## src/rtl/seq_div_16bit_pkg.sv

```systemverilog
// Shared encodings and constants for the iterative divider.
// The clamp constants are common with the saturating add/sub.
package seq_div_16bit_pkg;

  typedef enum logic [1:0] {
    IDLE = 2'd0,
    CALC = 2'd1,
    FIX  = 2'd2
  } state_e;

  localparam logic [15:0] SAT_POS  = 16'h7FFF;
  localparam logic [15:0] SAT_NEG  = 16'h8000;
  localparam logic [15:0] DVZ_QUOT = 16'hFFFF;

endpackage

```

## src/rtl/seq_div_16bit_div_step.sv

```systemverilog
// One restoring division step: trial subtract, keep or restore.
// Partial remainder is below the divisor, so bit WIDTH is a valid sign.
module div_step #(
  parameter int WIDTH = 16
) (
  input  logic [WIDTH:0]   pr_i,
  input  logic [WIDTH-1:0] dvs_i,
  output logic [WIDTH:0]   pr_o,
  output logic             q_o
);

  logic [WIDTH:0] trial;

  assign trial = pr_i - {1'b0, dvs_i};
  assign q_o   = ~trial[WIDTH];
  assign pr_o  = q_o ? trial : pr_i;

endmodule

```

## src/rtl/seq_div_16bit.sv

```systemverilog
// Iterative 16-bit signed/unsigned divider, one step per cycle.
// Signed overflow clamps the quotient; divide-by-zero flags dvz.
module seq_div_16bit
  import seq_div_16bit_pkg::*;
#(
  parameter int WIDTH = 16,
  parameter int CNT_W = 5
) (
  input  logic             clk,
  input  logic             rst,
  input  logic             start,
  input  logic             is_signed,
  input  logic [WIDTH-1:0] dividend,
  input  logic [WIDTH-1:0] divisor,
  output logic [WIDTH-1:0] quotient,
  output logic [WIDTH-1:0] remainder,
  output logic             busy,
  output logic             done,
  output logic             dvz,
  output logic             sat
);

  state_e           state_q;
  logic [CNT_W-1:0] cnt_q;
  logic [WIDTH:0]   pr_q;
  logic [WIDTH-1:0] wd_q, dvs_q;
  logic             qneg_q, rneg_q;
  logic             ovf_q, dvzsel_q;
  logic [WIDTH-1:0] quot_q, rem_q;
  logic             busy_q, done_q;
  logic             dvz_q, sat_q;

  logic [WIDTH-1:0] dvd_abs_d, dvs_abs_d;
  logic [WIDTH:0]   pr_sh, pr_d;
  logic             qbit_d;
  logic [WIDTH-1:0] rlo, q_fix_d, r_fix_d;

  assign dvd_abs_d = (is_signed && dividend[WIDTH-1])
                   ? (~dividend + 1'b1) : dividend;
  assign dvs_abs_d = (is_signed && divisor[WIDTH-1])
                   ? (~divisor + 1'b1) : divisor;

  assign pr_sh = {pr_q[WIDTH-1:0], wd_q[WIDTH-1]};

  div_step #(.WIDTH(WIDTH)) u_step (
    .pr_i  (pr_sh),
    .dvs_i (dvs_q),
    .pr_o  (pr_d),
    .q_o   (qbit_d)
  );

  assign rlo     = pr_q[WIDTH-1:0];
  assign q_fix_d = qneg_q ? (~wd_q + 1'b1) : wd_q;
  assign r_fix_d = rneg_q ? (~rlo + 1'b1) : rlo;

  always_ff @(posedge clk or posedge rst) begin
    if (rst) begin
      state_q  <= IDLE;
      cnt_q    <= '0;
      pr_q     <= '0;
      wd_q     <= '0;
      dvs_q    <= '0;
      qneg_q   <= 1'b0;
      rneg_q   <= 1'b0;
      ovf_q    <= 1'b0;
      dvzsel_q <= 1'b0;
      quot_q   <= '0;
      rem_q    <= '0;
      busy_q   <= 1'b0;
      done_q   <= 1'b0;
      dvz_q    <= 1'b0;
      sat_q    <= 1'b0;
    end else begin
      done_q <= 1'b0;
      unique case (state_q)
        IDLE: begin
          if (start) begin
            busy_q <= 1'b1;
            dvz_q  <= 1'b0;
            sat_q  <= 1'b0;
            pr_q   <= '0;
            qneg_q <= is_signed
                    & (dividend[WIDTH-1] ^ divisor[WIDTH-1]);
            rneg_q <= is_signed & dividend[WIDTH-1];
            ovf_q  <= is_signed
                    && dividend == SAT_NEG
                    && divisor == DVZ_QUOT;
            if (divisor == '0) begin
              // raw dividend parks in wd_q for the remainder
              dvzsel_q <= 1'b1;
              wd_q     <= dividend;
              state_q  <= FIX;
            end else begin
              dvzsel_q <= 1'b0;
              wd_q     <= dvd_abs_d;
              dvs_q    <= dvs_abs_d;
              cnt_q    <= CNT_W'(WIDTH);
              state_q  <= CALC;
            end
          end
        end
        CALC: begin
          pr_q  <= pr_d;
          wd_q  <= {wd_q[WIDTH-2:0], qbit_d};
          cnt_q <= cnt_q - 1'b1;
          if (cnt_q == CNT_W'(1)) state_q <= FIX;
        end
        FIX: begin
          unique case (1'b1)
            dvzsel_q: begin
              quot_q <= DVZ_QUOT;
              rem_q  <= wd_q;
              dvz_q  <= 1'b1;
            end
            ovf_q: begin
              quot_q <= SAT_POS;
              rem_q  <= '0;
              sat_q  <= 1'b1;
            end
            default: begin
              quot_q <= q_fix_d;
              rem_q  <= r_fix_d;
            end
          endcase
          busy_q  <= 1'b0;
          done_q  <= 1'b1;
          state_q <= IDLE;
        end
        default: state_q <= IDLE;
      endcase
    end
  end

  assign quotient  = quot_q;
  assign remainder = rem_q;
  assign busy      = busy_q;
  assign done      = done_q;
  assign dvz       = dvz_q;
  assign sat       = sat_q;

endmodule

```

## config.mk

```make
export PLATFORM = sky130hd
export DESIGN_NAME = seq_div_16bit
export DESIGN_NICKNAME = d
export VERILOG_FILES = /design/src/rtl/seq_div_16bit_pkg.sv /design/src/rtl/seq_div_16bit_div_step.sv /design/src/rtl/seq_div_16bit.sv
export SDC_FILE = /design/constraint.sdc
export NUM_CORES = 1
export LEC_CHECK = 0
export BUFFER_PORTS_ARGS = -buffer_cell sky130_fd_sc_hd__buf_2
export CAP_MARGIN = 40
export CORE_ASPECT_RATIO = 1.4
export CORE_MARGIN = 1
export CORE_UTILIZATION = 42
export CTS_CLUSTER_SIZE = 28
export DETAILED_ROUTE_END_ITERATION = 10
export GPL_TIMING_DRIVEN = 0
export MAX_ROUTING_LAYER = met4
export PLACE_DENSITY_LB_ADDON = 0.2
export SYNTH_ARGS = -nofsm -noshare
export SYNTH_HDL_FRONTEND = slang
export SYNTH_SLANG_ARGS = --single-unit
```

## constraint.sdc

```tcl
create_clock -name clk -period 4.5 [get_ports clk]
set_input_delay 1.35 -clock clk [delete_from_list [all_inputs] [get_ports clk]]
set_output_delay 1.35 -clock clk [all_outputs]
set_load 0.005 [all_outputs]
```

==> metrics.md <==
| Metric | Value |
|---|---|
| Remaining Overflow, GRT | 0 |
| WL met1 | 7590 µm |
| Diode count | 0 |
| DR vias | 6140 |
| Die Area | 16100 µm² |
| Post-CTS setup buffers | 0 |
| Routed len/inst | approximately 18 µm |
| Initial antenna violation count | 0 |
| Chip width | between 100 and 150 µm |
| Post-synth EDFFs | 0 |
| R2R setup slack | ~1.4 ns |
| Clock transition at path regs | 0.07 ns |
| XOR/XNOR share of the synthesized area | around 8.3% |
| CTS Root Cell | clkbuf_16 |
| Post-synthesis adder-cell area fraction | 4.69% |
| CTS Sinks | 95 |
| Pwr Density | 790 nW/µm² |
| Max-cap check violation count | 0 |
| Top sig layer | met4 |
| DR vias/cell | 5.86 |
| Inserted Clock Buffers | 9 |
| Initial Util | approximately 43% |
| DR pass1 iterations | 5 |
| RSZ-0062 raised after global routing | false |
| Filler cell count | about 1500 |
| Leak | 3.28 nW |
| Synth cell types | between 70 and 80 |
| Most common cell after layout, fill and taps aside | dfrtp_1 |
| Avg Inst Size Synth | 8.55 µm² |
| Final TNS setup | 0 ns |
| # nets final | 910 |
| Largest family of logic cells by synthesized area | compound AO/OA/AOI/OAI gates |
| Commonest non-fill, non-tap cells in the layout | 95 x dfrtp_1, 83 x buf_2, 61 x nand2_1, 61 x nor2_1, 52 x o21ai_0 |
| Tmin final | 3.33 ns |
| Worst VDD drop | 0.316 mV |
| Fin. max-slew vios | 0 |
| DP HPWL | 15100 µm |
| Critical Path Fanout Max | 10 |
| Outcome | complete, no violations |
| Post-synthesis mux area share | 0.972% |
| Crit start category | input port |
| Hold Crit Class | reg -> reg |
| CP Data Required Time | 4.71 ns |
| Vert. Die Dim | 150 µm |
| Vias in the first global route | 5774 |
| Flops & latches, synth | 95 |
| Main synth FF type | dfrtp_1 |
| Worst Max-Slew Pin Slew | 0.891 ns |
| Global-route total usage across every layer | between 20% and 30% |
| # hold bufs at CTS | 0 |
| Total core area | 15100 µm² |
| Kind of critical path | in -> reg |
| PostCTS Resize Cnt | 0 |
| Asr flop ratio synth | 100% |
| Synth Cell Area | 6570 µm² |
| Crit path DAT | ~3.5 ns |
| Num ports | 72 |
| Site Rows | 53 |
| Post-Syn Nets | 828 |
| Number of DRC markers in iteration 0 | around 360 |
| WL final | 19200 µm |
| Post-Syn Instances | roughly 770 |
| Met3 Wirelength | 682 µm |
| CP endpoint kind | flop |
| Complex-gate fraction of the synthesized area | 25.9% |
| GPL Wtd Cong | 0.896 |
| Clock Tree Buf Depth | 2 |
| Max Clock Freq | 301 MHz |
| CTS tree | yes |
| ANT nets after route | 0 |
| Setup-failing EPs final | 0 |
| # port buffers | 70 |
| Worst Skew | 0.0119 ns |
| Synth Warn # | 0 |
| Met2 Routed Length | 9990 µm |
| Final Hold Viols | 0 |
| Fin crit share | approximately three quarters |
| Relative slew slack | 40.5% |
| H-tree Lvls | 3 |
| Layout cells sized above 1 | between 10% and 20% |
| Simple-gate area share of the yosys netlist | between 10% and 20% |
| Largest net degree at the start of global routing | 63 |
| Sequential share of the synthesized area | 36.2% |
| First-pass GRT wire length | around 30000 µm |
| DRC viols | 0 |
| Worst skew pair latency | 0.35 ns |
| Area growth syn-to-layout | 14.0% |
| Final Power | 5.92 mW |
==> worst max-delay path, cell delays in order <==
cell	delay (ns)
buf_2	0.13
inv_1	0.08
ha_1	0.16
or3b_4	0.41
nor4_1	0.64
a21o_1	0.20
buf_2	0.20
nor2_1	0.08
xnor2_1	0.19
o21ai_0	0.10
==> area by class of cell <==
| type | count | area, µm² | share of cell area, % |
|---|---|---|---|
| inverters | 33 | 126 | 1.69 |
| plain buffers | 54 | 225 | 3.01 |
| well taps | 192 | 240 | 3.21 |
| multi-input cells | 586 | 3840 | 51.3 |
| clock buffers | 10 | 229 | 3.06 |
| repair buffers | 71 | 378 | 5.05 |
| flip-flops and latches | 95 | 2380 | 31.7 |
| clock inverters | 6 | 72.6 | 0.969 |
==> synthesized netlist by cell type, drive strengths merged, types with 5 or more instances <==
master / number / area [µm²]
xnor2: 43 / 377
nand2: 61 / 229
a221oi: 7 / 61.3
and3: 12 / 75.1
o22ai: 11 / 68.8
nor2: 63 / 246
o31ai: 9 / 95.1
or4: 8 / 67.6
or3: 9 / 56.3
nand4: 14 / 87.6
a21oi: 51 / 255
o21ai: 60 / 300
a31oi: 9 / 56.3
o21a: 7 / 52.6
dfrtp: 95 / 2380
clkbuf: 39 / 149
xor2: 19 / 166
a2111oi: 5 / 43.8
nor4: 9 / 62.6
ha: 23 / 288
a21o: 13 / 97.6
nor2b: 5 / 31.3
o41ai: 6 / 78.8
buf: 15 / 76.3
nor3: 24 / 120
o22a: 15 / 131
o2111ai: 5 / 43.8
a22oi: 15 / 113
nand3: 21 / 105
inv: 33 / 124
nand2b: 9 / 56.3
==> sequential cells by signal, summed over array words and instances (netlist names) <==
register	count
ovf_q	1
rneg_q	1
remainder	16
qneg_q	1
wd_q	16
pr_q	16
busy	1
cnt_q	5
dvs_q	16
quotient	16
dvz	1
done	1
dvzsel_q	1
sat	1
state_q	2
==> kinds of logic after synthesis <==
kind of cell	count (synthesis)
xor+xnor	62
simple gates	246
flops	95
compound gates	248
buf+inv	87
fa+ha+maj	24
mux	6
==> worst paths after layout <==
path,startpoint,end,depth (start not counted)
worst max register to register,wd_q[15]$_DFFE_PP0P_,pr_q[13]$_DFFE_PP0P_,10
min in group asynchronous,rst,remainder[10]$_DFFE_PP0P_,2
max in group asynchronous,rst,dvs_q[0]$_DFFE_PP0P_,3
worst min register to register,quotient[15]$_DFFE_PP0P_,quotient[15]$_DFFE_PP0P_,2
worst min-delay path,quotient[15]$_DFFE_PP0P_,quotient[15]$_DFFE_PP0P_,2
worst max-delay path,divisor[0],wd_q[3]$_DFFE_PP0P_,10
==> layer usage <==
layer	vias up	track usage, %
met5	-	-
met2	159	44.1
met1	2954	27.6
met4	0	12.8
li1	2984	-
met3	43	2.87
==> report_power, final <==
group | internal [mW] | switching, mW
combinational | 1.46 | 2.05
clock | 0.441 | 0.360
sequential | 1.24 | 0.365
total | 3.14 | 2.78
==> per-stage QoR <==
step                      setup WS (ns)  std cells  hold slack, ns  util, %  area [µm²]
final                              1.17       1047           0.496     49.5        7490
after global routing              0.997       1047           0.515     49.5        7490
after floorplan                   0.673        768           0.463        -        6570
after global placement           -0.592       1030           0.479     47.3        7160
after detailed placement          0.890       1031           0.475     47.5        7190
after CTS                          1.24       1047           0.489     49.5        7490
Note: power is estimated with default switching activity, not from simulation.
